**src/rtl/udp_txbuf_writer_pkg.sv**
```systemverilog
// Shared definitions for the UDP TX buffer writer: FSM encoding and buffer layout.
package udp_txbuf_writer_pkg;

  typedef enum logic [2:0] {
    ST_IDLE         = 3'd0,
    ST_DATA         = 3'd1,
    ST_DRAIN        = 3'd2,
    ST_HDR_LEN      = 3'd3,
    ST_HDR_IP       = 3'd4,
    ST_REL          = 3'd5,
    ST_WAIT_UNGRANT = 3'd6
  } state_e;

  // Header occupies the first words; payload starts right after it.
  localparam int TXBUF_HDR_WORDS = 2;
  localparam int HDR_LEN_WORD    = 0;
  localparam int HDR_IP_WORD     = 1;
  // Field offsets inside header word 0.
  localparam int HDR_LEN_LSB     = 16;
  localparam int HDR_PORT_LSB    = 0;

  // Payload capacity in bytes for a buffer of 2**awidth words.
  function automatic int payload_max_bytes(input int awidth);
    return ((1 << awidth) - TXBUF_HDR_WORDS) * 4;
  endfunction

endpackage

```
**src/rtl/udp_txbuf_writer.sv**
```systemverilog
// Writer side of the shared UDP TX buffer: packs an 8-bit payload stream into
// little-endian 32-bit words, writes the header last, then releases the buffer.
//
// Stream handshake: a byte transfers on a rising clk edge where s_tvalid and
// s_tready are both high; s_tlast marks the final byte of the payload.
module udp_txbuf_writer
  import udp_txbuf_writer_pkg::*;
#(
  parameter int AWIDTH = 9
) (
  input  logic              clk,
  input  logic              rst_n,
  input  logic              enable,
  input  logic [7:0]        s_tdata,
  input  logic              s_tvalid,
  output logic              s_tready,
  input  logic              s_tlast,
  input  logic [31:0]       hdr_dest_ip,
  input  logic [15:0]       hdr_dest_port,
  input  logic              txbuf_grant,
  output logic              txbuf_rel,
  output logic [AWIDTH-1:0] txbuf_addr,
  output logic              txbuf_ce,
  output logic              txbuf_we,
  output logic [31:0]       txbuf_wdata,
  output logic              pkt_done,
  output logic              pkt_err,
  output state_e            dbg_state
);

  localparam int          MAXB   = payload_max_bytes(AWIDTH);
  localparam logic [15:0] MAXB_W = 16'(MAXB);

  state_e            state, state_nx;
  logic [15:0]       cnt;
  logic [31:0]       pack;
  logic [31:0]       dest_ip;
  logic [15:0]       dest_port;

  logic              accept;
  logic              start;
  logic              overflow;
  logic [1:0]        lane;
  logic [31:0]       pack_nx;

  logic              ce_nx;
  logic [AWIDTH-1:0] addr_nx;
  logic [31:0]       wdata_nx;
  logic              rel_nx;
  logic              done_nx;
  logic              err_nx;

  assign lane      = cnt[1:0];
  assign s_tready  = enable & ((state == ST_DATA) | (state == ST_DRAIN));
  assign accept    = s_tvalid & s_tready;
  assign start     = (state == ST_IDLE) & enable & txbuf_grant & s_tvalid;
  // A byte arriving when the buffer already holds MAXB bytes cannot be stored.
  assign overflow  = (state == ST_DATA) & accept & (cnt == MAXB_W);
  // Unused upper lanes stay zero because pack is cleared after every word write.
  assign pack_nx   = pack | (32'(s_tdata) << {lane, 3'b000});
  assign dbg_state = state;

  // State register.
  always_ff @(posedge clk or negedge rst_n) begin
    if (!rst_n) state <= ST_IDLE;
    else        state <= state_nx;
  end

  // Next state and next values of the registered buffer/status outputs.
  always_comb begin
    state_nx = state;
    ce_nx    = 1'b0;
    addr_nx  = '0;
    wdata_nx = '0;
    rel_nx   = 1'b0;
    done_nx  = 1'b0;
    err_nx   = 1'b0;
    if (!enable) begin
      state_nx = ST_IDLE;
    end else begin
      case (state)
        ST_IDLE: if (start) state_nx = ST_DATA;
        ST_DATA: begin
          if (overflow) begin
            if (s_tlast) begin
              err_nx   = 1'b1;
              state_nx = ST_IDLE;
            end else begin
              state_nx = ST_DRAIN;
            end
          end else if (accept) begin
            if ((lane == 2'd3) || s_tlast) begin
              ce_nx    = 1'b1;
              addr_nx  = AWIDTH'(TXBUF_HDR_WORDS) + AWIDTH'(cnt >> 2);
              wdata_nx = pack_nx;
            end
            if (s_tlast) state_nx = ST_HDR_LEN;
          end
        end
        ST_DRAIN: begin
          if (accept && s_tlast) begin
            err_nx   = 1'b1;
            state_nx = ST_IDLE;
          end
        end
        ST_HDR_LEN: begin
          ce_nx                            = 1'b1;
          addr_nx                          = AWIDTH'(HDR_LEN_WORD);
          wdata_nx[HDR_LEN_LSB +: 16]      = cnt;
          wdata_nx[HDR_PORT_LSB +: 16]     = dest_port;
          state_nx                         = ST_HDR_IP;
        end
        ST_HDR_IP: begin
          ce_nx    = 1'b1;
          addr_nx  = AWIDTH'(HDR_IP_WORD);
          wdata_nx = dest_ip;
          state_nx = ST_REL;
        end
        ST_REL: begin
          rel_nx   = 1'b1;
          done_nx  = 1'b1;
          state_nx = ST_WAIT_UNGRANT;
        end
        ST_WAIT_UNGRANT: if (!txbuf_grant) state_nx = ST_IDLE;
        default: state_nx = ST_IDLE;
      endcase
    end
  end

  // Byte counter, word packer and header latch.
  always_ff @(posedge clk or negedge rst_n) begin
    if (!rst_n) begin
      cnt       <= '0;
      pack      <= '0;
      dest_ip   <= '0;
      dest_port <= '0;
    end else if (!enable) begin
      cnt  <= '0;
      pack <= '0;
    end else begin
      case (state)
        ST_IDLE: begin
          cnt  <= '0;
          pack <= '0;
          if (start) begin
            dest_ip   <= hdr_dest_ip;
            dest_port <= hdr_dest_port;
          end
        end
        ST_DATA: begin
          if (accept && !overflow) begin
            cnt  <= cnt + 16'd1;
            pack <= ((lane == 2'd3) || s_tlast) ? '0 : pack_nx;
          end
        end
        default: ;
      endcase
    end
  end

  // Registered buffer port and status pulses.
  always_ff @(posedge clk or negedge rst_n) begin
    if (!rst_n) begin
      txbuf_ce    <= 1'b0;
      txbuf_we    <= 1'b0;
      txbuf_addr  <= '0;
      txbuf_wdata <= '0;
      txbuf_rel   <= 1'b0;
      pkt_done    <= 1'b0;
      pkt_err     <= 1'b0;
    end else begin
      txbuf_ce    <= ce_nx;
      txbuf_we    <= ce_nx;
      txbuf_addr  <= addr_nx;
      txbuf_wdata <= wdata_nx;
      txbuf_rel   <= rel_nx;
      pkt_done    <= done_nx;
      pkt_err     <= err_nx;
    end
  end

endmodule

```
**config.mk**
```make
export PLATFORM = sky130hd
export DESIGN_NAME = udp_txbuf_writer
export DESIGN_NICKNAME = d
export VERILOG_FILES = /design/src/rtl/udp_txbuf_writer_pkg.sv /design/src/rtl/udp_txbuf_writer.sv
export SDC_FILE = /design/constraint.sdc
export NUM_CORES = 1
export LEC_CHECK = 0
export ABC_AREA = 1
export CORE_UTILIZATION = 54
export DETAILED_ROUTE_END_ITERATION = 8
export PLACE_DENSITY_LB_ADDON = 0.1
export RECOVER_POWER = 25
export SLEW_MARGIN = 40
export SYNTH_ARGS = -nofsm -noshare
export SYNTH_HDL_FRONTEND = slang
export SYNTH_SLANG_ARGS = --single-unit
export TNS_END_PERCENT = 5
```
**constraint.sdc**
```tcl
create_clock -name clk -period 2.6 [get_ports clk]
set_clock_uncertainty 0.05 [all_clocks]
set_input_delay 0.39 -clock clk [delete_from_list [all_inputs] [get_ports clk]]
set_output_delay 0.39 -clock clk [all_outputs]
set_load 0.01 [all_outputs]
```
==> metrics.cfg, run 1 <==
[routing]
drt_iter0_markers = 522
drt_wl_total_microns = 19300
antenna_left = 0
vias = 6294
drc = 0
post_drt_wl_per_cell_microns = 17.0
avgViaCountPerCell = 5.54
drt_pass1_iterations = 5

[final_layout]
final_core_util_pct = 71.2
antenna_cells = 0
finalNetCount = 1017
drive_gt1_share_pct = 13.5
synthToLayoutAreaGrowth_pct = 26.5
fillers = 972
stdcell_area_sq_mm = 0.00913

[yosys]
syn_nets = 913
synth_adder_area_share_pct = 0.520
synth_area_sq_mm = 0.00722
yosysSeqAreaShare_pct = 49.6
synth_compound_area_share_pct = 15.2
ys_types = 33
synth.mux.area_fraction_pct = 0
synth-xor-area-share_pct = 1.33
yosys_warnings = 0
synth.top_cell.area_share_pct = 49.6
synthCells = 848
synth.largest_area_cell = dfrtp_1
synth_top_family_by_area = simple AND/OR/NAND/NOR gates
syn_avg_cell_area_sq_um = 8.51
synth_seq_cells = 143
synth_area_leaders = dfrtp_1, inv_1, nand2_1, o21ai_0, nand3_1
synth_simple_gate_area_share_pct = 21.3

[status]
violations = max-capacitance violations, max-slew violations
status = finished, violations left

[die]
dieArea_sq_mm = 0.0138
die_y_microns = 118
core_area_sq_mm = 0.0128
rows = 41
start_util_pct = 56.3
io_pins = 112
dieWidth_microns = 118

[timing]
fin_crit_ns = 2.52
fin_crit_sh_pct = 97.0
tns_ns = 0
drv_slew = 66
finalSetupViolations = 0
relSlewSlack_pct = -10.5
hold_viol = 0
rsz0062_at_grt = no
worstMarginPinSlew_ns = 1.66
max_freq_mhz = 397

[clock_network]
cts_sinks = 143
clk_latency_ns = 0.42
clock_path_buffers = 2
root_buffer = clkbuf_16
clk_pin_slew_ns = 0.06
postCtsSetupBuffers = 0
cts_made_buffers = 17
cts_tree = built
htree_levels = 4

[run]
max_cap_violations = 1

[pwr]
vdd_drop_max_v = 0.000492
cellLeakagePower_nw = 4.00
power_density_mw_per_mm2 = 821

[worst_setup_path]
reg2regPathDepth = 10
arrival_ns = 2.08
worst_ep_required_time_ns = 2.16
path_class = flip-flop to primary output
cp_max_fo = 6
start_kind = flip-flop
end_kind = primary output

[global_route]
antenna_found_initial = 0
grt_first_pass_wirelength_microns = 32000
grt_pass1_vias = 6259
grt_max_degree = 97
grt_remaining_overflow = 0
track_usage_pct = 29.5

[placed_design]
dp_hpwl_microns = 13400
place_congestion = 0.860
placed_area_sq_mm = 0.00849
io_buffers = 111

[worst_hold_path]
hold_path_depth = 2
hold_class = flip-flop to flip-flop

[cell usage in the layout, fill, tap and decap left out, drive strengths merged]
cell type / n
a21oi: 34
clkbuf: 20
clkinv: 10
o22ai: 36
o21bai: 2
o21ai: 102
dlygate4sd3: 1
bufinv: 4
xnor2: 1
nand4: 38
ha: 3
buf: 26
clkdlybuf4s50: 110
nor3: 7
a31oi: 8
clkinvlp: 2
xor2: 10
nor2: 47
dfrtp: 143
nand3: 78
inv: 145
o211ai: 1
nand2: 137
[cell families (layout without fill, tap and decap cells)]
kind of cell / after synthesis / count (layout)
compound gates: 183 / 183
xor+xnor: 11 / 11
fa+ha+maj: 3 / 3
buf+inv: 201 / 318
flops: 143 / 143
simple gates: 307 / 307
[routing by layer]
layer  track usage (%)  part of all wire [%]  vias up
met5                 0                     0        -
met4              10.3                   1.8        0
met3              5.14                   6.4       31
met2              46.7                    47      245
met1              41.1                    45     3041
li1                  -                     -     2977
[synth_stat cells]
| library cell | count |
|---|---|
| buf_6 | 6 |
| nor2_2 | 3 |
| o22ai_1 | 32 |
| nand3_4 | 2 |
| xor2_1 | 10 |
| o21ai_0 | 66 |
| buf_8 | 2 |
| nor2_1 | 42 |
| nand2_1 | 133 |
| nand3_2 | 25 |
| o21bai_1 | 2 |
| inv_1 | 138 |
| o22ai_2 | 4 |
| ha_1 | 3 |
| clkbuf_1 | 16 |
| buf_4 | 8 |
| clkinv_1 | 3 |
| nand2_2 | 4 |
| buf_1 | 4 |
| clkinv_2 | 1 |
| nor3_1 | 7 |
| nand3_1 | 51 |
| buf_2 | 17 |
| nand4_1 | 38 |
| o21ai_2 | 24 |
| dfrtp_1 | 143 |
| a21oi_1 | 34 |
| o211ai_1 | 1 |
| xnor2_1 | 1 |
| a31oi_1 | 8 |
| o21ai_1 | 12 |
| nor2_4 | 2 |
| inv_2 | 6 |
[where the power goes]
group          internal, W  switching [W]  total [W]
logic             0.000723        0.00132    0.00204
registers          0.00267       0.000177    0.00285
clock network      0.00166       0.000952    0.00261
[worst max-delay path: stages, from the launching register on]
cell and delay [ns]:
dfrtp_1 0.44, inv_2 0.15, nand2_2 0.09, nor2_4 0.21, nand2_1 0.13, nand2_1 0.11, clkdlybuf4s50_1 0.53
[final cells by class]
type                       count  area (sq um)  share of cell area (%)
clock buffer                  19           453                    4.96
inverter                     148           557                    6.10
tap                          172           215                    2.36
timing repair buffer         138          1370                    15.0
sequential                   143          3580                    39.2
clock inverter                13           185                    2.03
multi-input combinational    504          2770                    30.3
[per-stage QoR]
step	setup WS, ns	hold slack (ns)	total power (W)	instances
final	0.0790	0.466	0.00750	1137
after detailed placement	0.350	0.377	0.00490	1104
after CTS	0.0955	0.464	0.00752	1137
after global routing	0.0107	0.462	0.00789	1137
after global placement	0.366	0.369	0.00481	1104
after floorplan	0.531	0.0444	0.00421	848
[final timing paths]
| kind | start | end | slack [ns] |
|---|---|---|---|
| min in group asynchronous | rst_n | pkt_done | 0.87 |
| min reg2reg | pack[10] | pack[10] | 0.47 |
| max reg2reg | cnt[0] | txbuf_addr[0] | 0.49 |
| min | pack[10] | pack[10] | 0.47 |
| max in group asynchronous | rst_n | pack[19] | 0.49 |
| max | dbg_state[2] | s_tready | 0.08 |
[sequential cells by signal, indices dropped and copies added (netlist names), 3 cells and up]
name and cells:
txbuf_wdata 32, cnt 16, dest_ip 32, dest_port 16
dbg_state 3, pack 32, txbuf_addr 9
[repair_timing]
item                                    4_1_cts  5_1_grt
hold endpoints to repair                     62        0
endpoints found under the setup margin        0        0
resized for setup                             0        0
hold buffers                                  1        0
(Power assumes the default switching activity.)
==> run 2, diff against run 1 <==
- CTS_CLUSTER_SIZE: not set -> 14
==> results of run 2 <==
The final DEF is identical to that of run 1; final timing and power are the same.
==> run 3, diff against run 2 <==
- CORE_MARGIN: not set -> 1
==> results of run 3 <==
The final DEF is identical to that of run 1; final timing and power are the same.
